===== src/rtl/vx_idx_mask_builder_pkg.sv =====
// -----------------------------------------------------------------------------
// vx_idx_mask_builder_pkg
// Shared helpers for the index-to-mask builder slice.
//   log2up(n) : index width needed to address n mask bits. It never returns less
//               than 1, so a one-bit mask still has a one-bit index port, and
//               index 1 then decodes as out of range.
// -----------------------------------------------------------------------------
package vx_idx_mask_builder_pkg;

    // Index width for an n-bit mask, clamped to at least one bit.
    function automatic int log2up(input int n);
        int w;
        if (n > 1) begin
            w = $clog2(n);
        end else begin
            w = 1;
        end
        return w;
    endfunction

endpackage


===== src/rtl/vx_idx_mask_builder_onehot.sv =====
// -----------------------------------------------------------------------------
// vx_idx_onehot
// Combinational decoder from a bit index to a one-hot mask bit.
//   REVERSE == 0 : index i selects bit N-1-i (leading-zero ordering)
//   REVERSE != 0 : index i selects bit i     (trailing-zero ordering)
// Ports:
//   in_idx  in  LOGN  bit index
//   onehot  out N     decoded bit; all zero when the index is out of range
//   err     out 1     index >= N
// -----------------------------------------------------------------------------
module vx_idx_onehot
    import vx_idx_mask_builder_pkg::*;
#(
    parameter int N       = 8,
    parameter int REVERSE = 0,
    parameter int LOGN    = log2up(N)
) (
    input  logic [LOGN-1:0] in_idx,
    output logic [N-1:0]    onehot,
    output logic            err
);

    logic [31:0] idx_ext_s;
    logic [31:0] bit_pos_s;

    // Widen the index so that range checks and the bit-position arithmetic
    // use the same width as the parameters.
    assign idx_ext_s = 32'(in_idx);

    // Range check, ordering selection and one-hot expansion. A bad index
    // yields an all-zero mask, so the caller can OR it in unconditionally.
    always_comb begin
        err       = 1'b0;
        bit_pos_s = 32'd0;
        onehot    = '0;
        if (idx_ext_s >= 32'(N)) begin
            err = 1'b1;
        end else begin
            if (REVERSE != 0) begin
                bit_pos_s = idx_ext_s;
            end else begin
                bit_pos_s = 32'(N - 1) - idx_ext_s;
            end
        end
        for (int i = 0; i < N; i++) begin
            if (!err && (bit_pos_s == 32'(i))) begin
                onehot[i] = 1'b1;
            end else begin
                onehot[i] = 1'b0;
            end
        end
    end

endmodule


===== src/rtl/vx_idx_mask_builder.sv =====
// -----------------------------------------------------------------------------
// vx_idx_mask_builder
// Rebuilds a bitmask from a serialized stream of bit indices. The block takes
// one index per cycle, ORs the decoded bit into an accumulator, and publishes
// the mask, its popcount and error flags when the beat marked last is accepted.
// Ports:
//   clk        in   1     clock
//   reset      in   1     synchronous reset, active low
//   in_valid   in   1     index beat valid
//   in_idx     in   LOGN  bit index
//   in_last    in   1     beat closes the packet
//   in_ready   out  1     beat accepted when in_valid && in_ready
//   out_valid  out  1     packet result valid
//   out_mask   out  N     accumulated mask
//   out_count  out  CNTW  distinct bits set in out_mask
//   out_dup    out  1     some index repeated an already-set bit
//   out_err    out  1     some index was >= N (its bit was ignored)
//   out_ready  in   1     result consumed when out_valid && out_ready
// -----------------------------------------------------------------------------
module vx_idx_mask_builder
    import vx_idx_mask_builder_pkg::*;
#(
    parameter int N       = 8,
    parameter int REVERSE = 0,
    parameter int LOGN    = log2up(N),
    parameter int CNTW    = $clog2(N + 1)
) (
    input  logic            clk,
    input  logic            reset,
    input  logic            in_valid,
    input  logic [LOGN-1:0] in_idx,
    input  logic            in_last,
    output logic            in_ready,
    output logic            out_valid,
    output logic [N-1:0]    out_mask,
    output logic [CNTW-1:0] out_count,
    output logic            out_dup,
    output logic            out_err,
    input  logic            out_ready
);

    // Accumulator for the packet in flight
    logic [N-1:0]    acc_r;
    logic [CNTW-1:0] acc_cnt_r;
    logic            acc_dup_r;
    logic            acc_err_r;

    // Output register slice
    logic            out_valid_r;
    logic [N-1:0]    out_mask_r;
    logic [CNTW-1:0] out_count_r;
    logic            out_dup_r;
    logic            out_err_r;

    // Decode and next-state values
    logic [N-1:0]    onehot_s;
    logic            idx_err_s;
    logic            hit_s;
    logic            new_bit_s;
    logic            in_fire_s;
    logic            out_fire_s;
    logic [N-1:0]    nxt_mask_s;
    logic [CNTW-1:0] nxt_cnt_s;
    logic            nxt_dup_s;
    logic            nxt_err_s;

    vx_idx_onehot #(
        .N       (N),
        .REVERSE (REVERSE),
        .LOGN    (LOGN)
    ) u_onehot (
        .in_idx (in_idx),
        .onehot (onehot_s),
        .err    (idx_err_s)
    );

    // Ready depends only on the output slice, never on in_valid: a held result
    // stalls the input, so accumulation and holding never overlap.
    assign in_ready   = !out_valid_r || out_ready;
    assign in_fire_s  = in_valid && in_ready;
    assign out_fire_s = out_valid_r && out_ready;

    // An out-of-range index decodes to an all-zero one-hot, so hit_s is already
    // 0 then; only bits not yet set add to the count, which therefore stays <= N.
    assign hit_s      = |(acc_r & onehot_s);
    assign new_bit_s  = !idx_err_s && !hit_s;
    assign nxt_mask_s = acc_r | onehot_s;
    assign nxt_cnt_s  = acc_cnt_r + CNTW'(new_bit_s);
    assign nxt_dup_s  = acc_dup_r | (!idx_err_s && hit_s);
    assign nxt_err_s  = acc_err_r | idx_err_s;

    // Accumulate non-last beats; a last beat moves the result to the output
    // slice and clears the accumulator in the same cycle.
    always_ff @(posedge clk) begin
        if (!reset) begin
            acc_r       <= '0;
            acc_cnt_r   <= '0;
            acc_dup_r   <= 1'b0;
            acc_err_r   <= 1'b0;
            out_mask_r  <= '0;
            out_count_r <= '0;
            out_dup_r   <= 1'b0;
            out_err_r   <= 1'b0;
        end else if (in_fire_s) begin
            if (in_last) begin
                out_mask_r  <= nxt_mask_s;
                out_count_r <= nxt_cnt_s;
                out_dup_r   <= nxt_dup_s;
                out_err_r   <= nxt_err_s;
                acc_r       <= '0;
                acc_cnt_r   <= '0;
                acc_dup_r   <= 1'b0;
                acc_err_r   <= 1'b0;
            end else begin
                acc_r       <= nxt_mask_s;
                acc_cnt_r   <= nxt_cnt_s;
                acc_dup_r   <= nxt_dup_s;
                acc_err_r   <= nxt_err_s;
            end
        end else begin
            acc_r <= acc_r;
        end
    end

    // Result valid: a new last beat wins over consumption, which lets one-beat
    // packets stream at full rate with out_valid held high.
    always_ff @(posedge clk) begin
        if (!reset) begin
            out_valid_r <= 1'b0;
        end else if (in_fire_s && in_last) begin
            out_valid_r <= 1'b1;
        end else if (out_fire_s) begin
            out_valid_r <= 1'b0;
        end else begin
            out_valid_r <= out_valid_r;
        end
    end

    assign out_valid = out_valid_r;
    assign out_mask  = out_mask_r;
    assign out_count = out_count_r;
    assign out_dup   = out_dup_r;
    assign out_err   = out_err_r;

endmodule


===== config.mk =====
export PLATFORM = sky130hd
export DESIGN_NAME = vx_idx_mask_builder
export DESIGN_NICKNAME = d
export VERILOG_FILES = /design/src/rtl/vx_idx_mask_builder_pkg.sv /design/src/rtl/vx_idx_mask_builder_onehot.sv /design/src/rtl/vx_idx_mask_builder.sv
export SDC_FILE = /design/constraint.sdc
export NUM_CORES = 1
export LEC_CHECK = 0
export BUFFER_PORTS_ARGS = -buffer_cell sky130_fd_sc_hd__buf_2
export CORE_MARGIN = 4
export CORE_UTILIZATION = 53
export CTS_CLUSTER_DIAMETER = 120
export DETAILED_ROUTE_END_ITERATION = 8
export GPL_ROUTABILITY_DRIVEN = 1
export HOLD_SLACK_MARGIN = 0.15
export PLACE_DENSITY = 0.83
export REMOVE_ABC_BUFFERS = 1
export SLEW_MARGIN = 25
export SYNTH_ARGS = -nofsm -noshare
export SYNTH_HDL_FRONTEND = slang
export SYNTH_HIERARCHICAL = 1
export SYNTH_SLANG_ARGS = --single-unit
export TNS_END_PERCENT = 10

===== constraint.sdc =====
create_clock -name clk -period 2.4 [get_ports clk]
set_input_delay 0.36 -clock clk [delete_from_list [all_inputs] [get_ports clk]]
set_output_delay 0.36 -clock clk [all_outputs]
set_load 0.02 [all_outputs]

==> reports/qor.txt <==
Share of layout cells above drive strength 1 - 24.2%
Vias in the first global route - 1014
Top cell type's share of synthesized area - 47.5%
Seq pwr share - 52.8%
Peak VDD IR - 0.504 mV
Die Y-Extent - 56 µm
Logic pwr share - 12.7%
Drt wl/cell - 13.4 µm
Total clock sinks - 29
Max clock buf depth - 2
Worst-Skew Late Latency - 330 ps
Hold Vio Cnt, Final - 0
Worst Path Max Fanout - 8
Setup_tns - 0 ps
# nets final - 174
Switching fraction of total power - 26.4%
Crit-path slowest cell - or4b_1
Global-route wire length before repair - 4500 µm
Status - complete, no violations
GR Overflow Total - 0
Worst setup EP type - flop
Commonest cells after routing, fill and taps aside - nor2_1, dfxtp_1, buf_2
Internal power - 0.714 mW
Synth warn - 6
Die footprint - 0.00314 mm²
Drt drc - 0
RSZ-0062 raised after global routing - false
GRT Resource Usage Total - 17.7%
Setup slack after layout - 356 ps
Crit Path Class - in -> reg
Synth area leader - dfxtp_1
CTS tree - done
Synth cell types - 30
Clk root buf - clkbuf_4
Syn avg cell area - 8.79 µm²
Worst hold-check path type - in -> reg
Core area - 0.00221 mm²
Hold-fix buffers, CTS - 0
Mux share of post-synthesis cell area - 0%
Power density cells - 693 mW/mm²
Synth top area cells - dfxtp_1, nor2_1, a21oi_1
HPWL after DPL - 1870 µm
Hold slack - 297 ps
Area grow syn2layout - 14.5%
CP Launch Type - input port
Minimum clock period after layout - 2040 ps
Clock slew seen by the registers of the worst setup and hold paths - 100 ps
Worst path max stage delay - 460 ps
Max-cap viol count - 0
IO Pins - 24
Crit path DAT - 2300 ps
Fillers - 189
Fmax - 0.489 GHz
Count of input and output buffers - 23
Initial antenna violation count - 0
Count of final setup violators - 0
Netlist area before placement - 0.00122 mm²
Cells after Synth - 139
Top cell by count, worst path - ha_1
Gpl congestion - 0.825
Final wirelength - 2590 µm
Simple-Gate Fraction of Synth Area - 26.0%
ANT cells - 0
Worst EP required - 2660 ps
CTS resizes - 0
Xor/xnor cell area share of the yosys netlist - 1.43%
Die width - 56 µm
Clock Skews - 15.9 ps
TritonCTS Buffers - 5
Pre-CTS WS - 40.3 ps
Max Slew Vio Count - 0
Total number of vias - 1078
Clock Power Share - 34.5%
Static leakage - 0.587 nW
Drt pass-1 iters - 4
Routed Antenna Nets - 0
Commonest non-fill, non-tap cell in the layout - nor2_1
Vias per cell - 5.59
Largest family of logic cells by synthesized area - simple AND/OR/NAND/NOR gates
Initial DRC Count - 37
# rows - 17
Synth Area in Compound Gates - 18.2%
Sequential area share after synthesis - 47.5%
Period utilization - 85.2%
Pin count of the biggest net entering global routing - 25
CP Cell Sequence - buf_2, and3b_2, a22oi_1, nand2_1, nor3_1, ha_1, ha_1, or4b_1, a21oi_1
H-tree depth - 2
Net Switching - 0.256 mW
Initial Util - 55.2%
Flops & latches, synth - 29
Buffer count from post-CTS setup fixing - 0
Post-synthesis adder-cell area fraction - 2.05%
-- per-layer routing --
| layer | global-route usage [%] | up-vias | wire, µm |
|---|---|---|---|
| li1 | - | 534 | - |
| met2 | 27.2 | 31 | 1230 |
| met5 | 0 | - | 0 |
| met3 | 5.57 | 4 | 176 |
| met4 | 8.47 | 0 | 20 |
| met1 | 22.3 | 509 | 1170 |
-- stage by stage --
stage	power [mW]	std cells	area (µm²)	utilization, %
floorplan	0.601	133	1170	-
global placement	0.640	185	1330	60.1
detailed placement	0.646	185	1330	60.1
CTS	0.976	193	1400	63.2
global route	1.02	193	1400	63.2
finish	0.970	193	1400	63.2
-- cells in the mapped netlist (all sizes together) --
| master | number |
|---|---|
| nand3b | 2 |
| a21oi | 17 |
| ha | 2 |
| dfxtp | 29 |
| or4b | 1 |
| nand2 | 11 |
| clkbuf | 1 |
| a211oi | 9 |
| a22oi | 4 |
| conb | 1 |
| clkinv | 1 |
| nor2 | 30 |
| and3 | 1 |
| and2 | 3 |
| nor3b | 3 |
| nor3 | 4 |
| xnor2 | 1 |
| o21bai | 1 |
| buf | 5 |
| nand2b | 1 |
| o41ai | 2 |
| xor2 | 1 |
| nand3 | 3 |
| o21ai | 3 |
| and3b | 3 |
-- flip-flops by register name, summed over array words and instances, names as in the netlist --
| signal | count |
|---|---|
| out_count | 4 |
| acc_dup_r | 1 |
| acc_cnt_r | 4 |
| out_err | 1 |
| out_valid | 1 |
| acc_err_r | 1 |
| acc_r | 8 |
| out_mask | 8 |
| out_dup | 1 |
-- worst paths after layout --
check | start | to | slack (ps) | cells after the start
setup reg to reg | acc_r[5] | acc_cnt_r[2] | 440 | 7
hold / removal | in_last | acc_cnt_r[3] | 300 | 2
hold reg to reg | out_count[0] | out_count[0] | 460 | 2
setup / recovery | in_idx[0] | acc_cnt_r[2] | 360 | 9
-- final cells by class --
cell class	count	area, µm²	area share (%)
Clock buffer	7	65.1	4.65
Tap cell	28	35.0	2.50
Sequential cell	29	581	41.5
Multi-Input combinational cell	103	587	41.9
Clock inverter	1	5.00	0.358
Inverter	1	3.75	0.268
Timing Repair Buffer	24	123	8.77
-- worst max-delay path: cells and delay by family --
kind	cells	cell delay, ps
AOI/OAI and AO/OA	2	330
adders and majority gates	2	440
buffers and inverters	1	140
and+or+nand+nor	4	1030
-- power by group through the flow --
stage | Combinational (mW) | Sequential, mW | Clock (mW)
global placement | 0.118 | 0.522 | 0
floorplan | 0.0598 | 0.541 | 0
detailed placement | 0.122 | 0.524 | 0
finish | 0.123 | 0.512 | 0.334
global route | 0.135 | 0.515 | 0.370
CTS | 0.123 | 0.512 | 0.341
-- logic make-up after synthesis --
group,Yosys count
flip-flops,29
other,1
AND/OR/NAND/NOR,62
AO/OA/AOI/OAI,36
adder cells (fa/ha/maj),2
XOR/XNOR,2
buffers and inverters,7
Power figures use the tool's default switching activity.
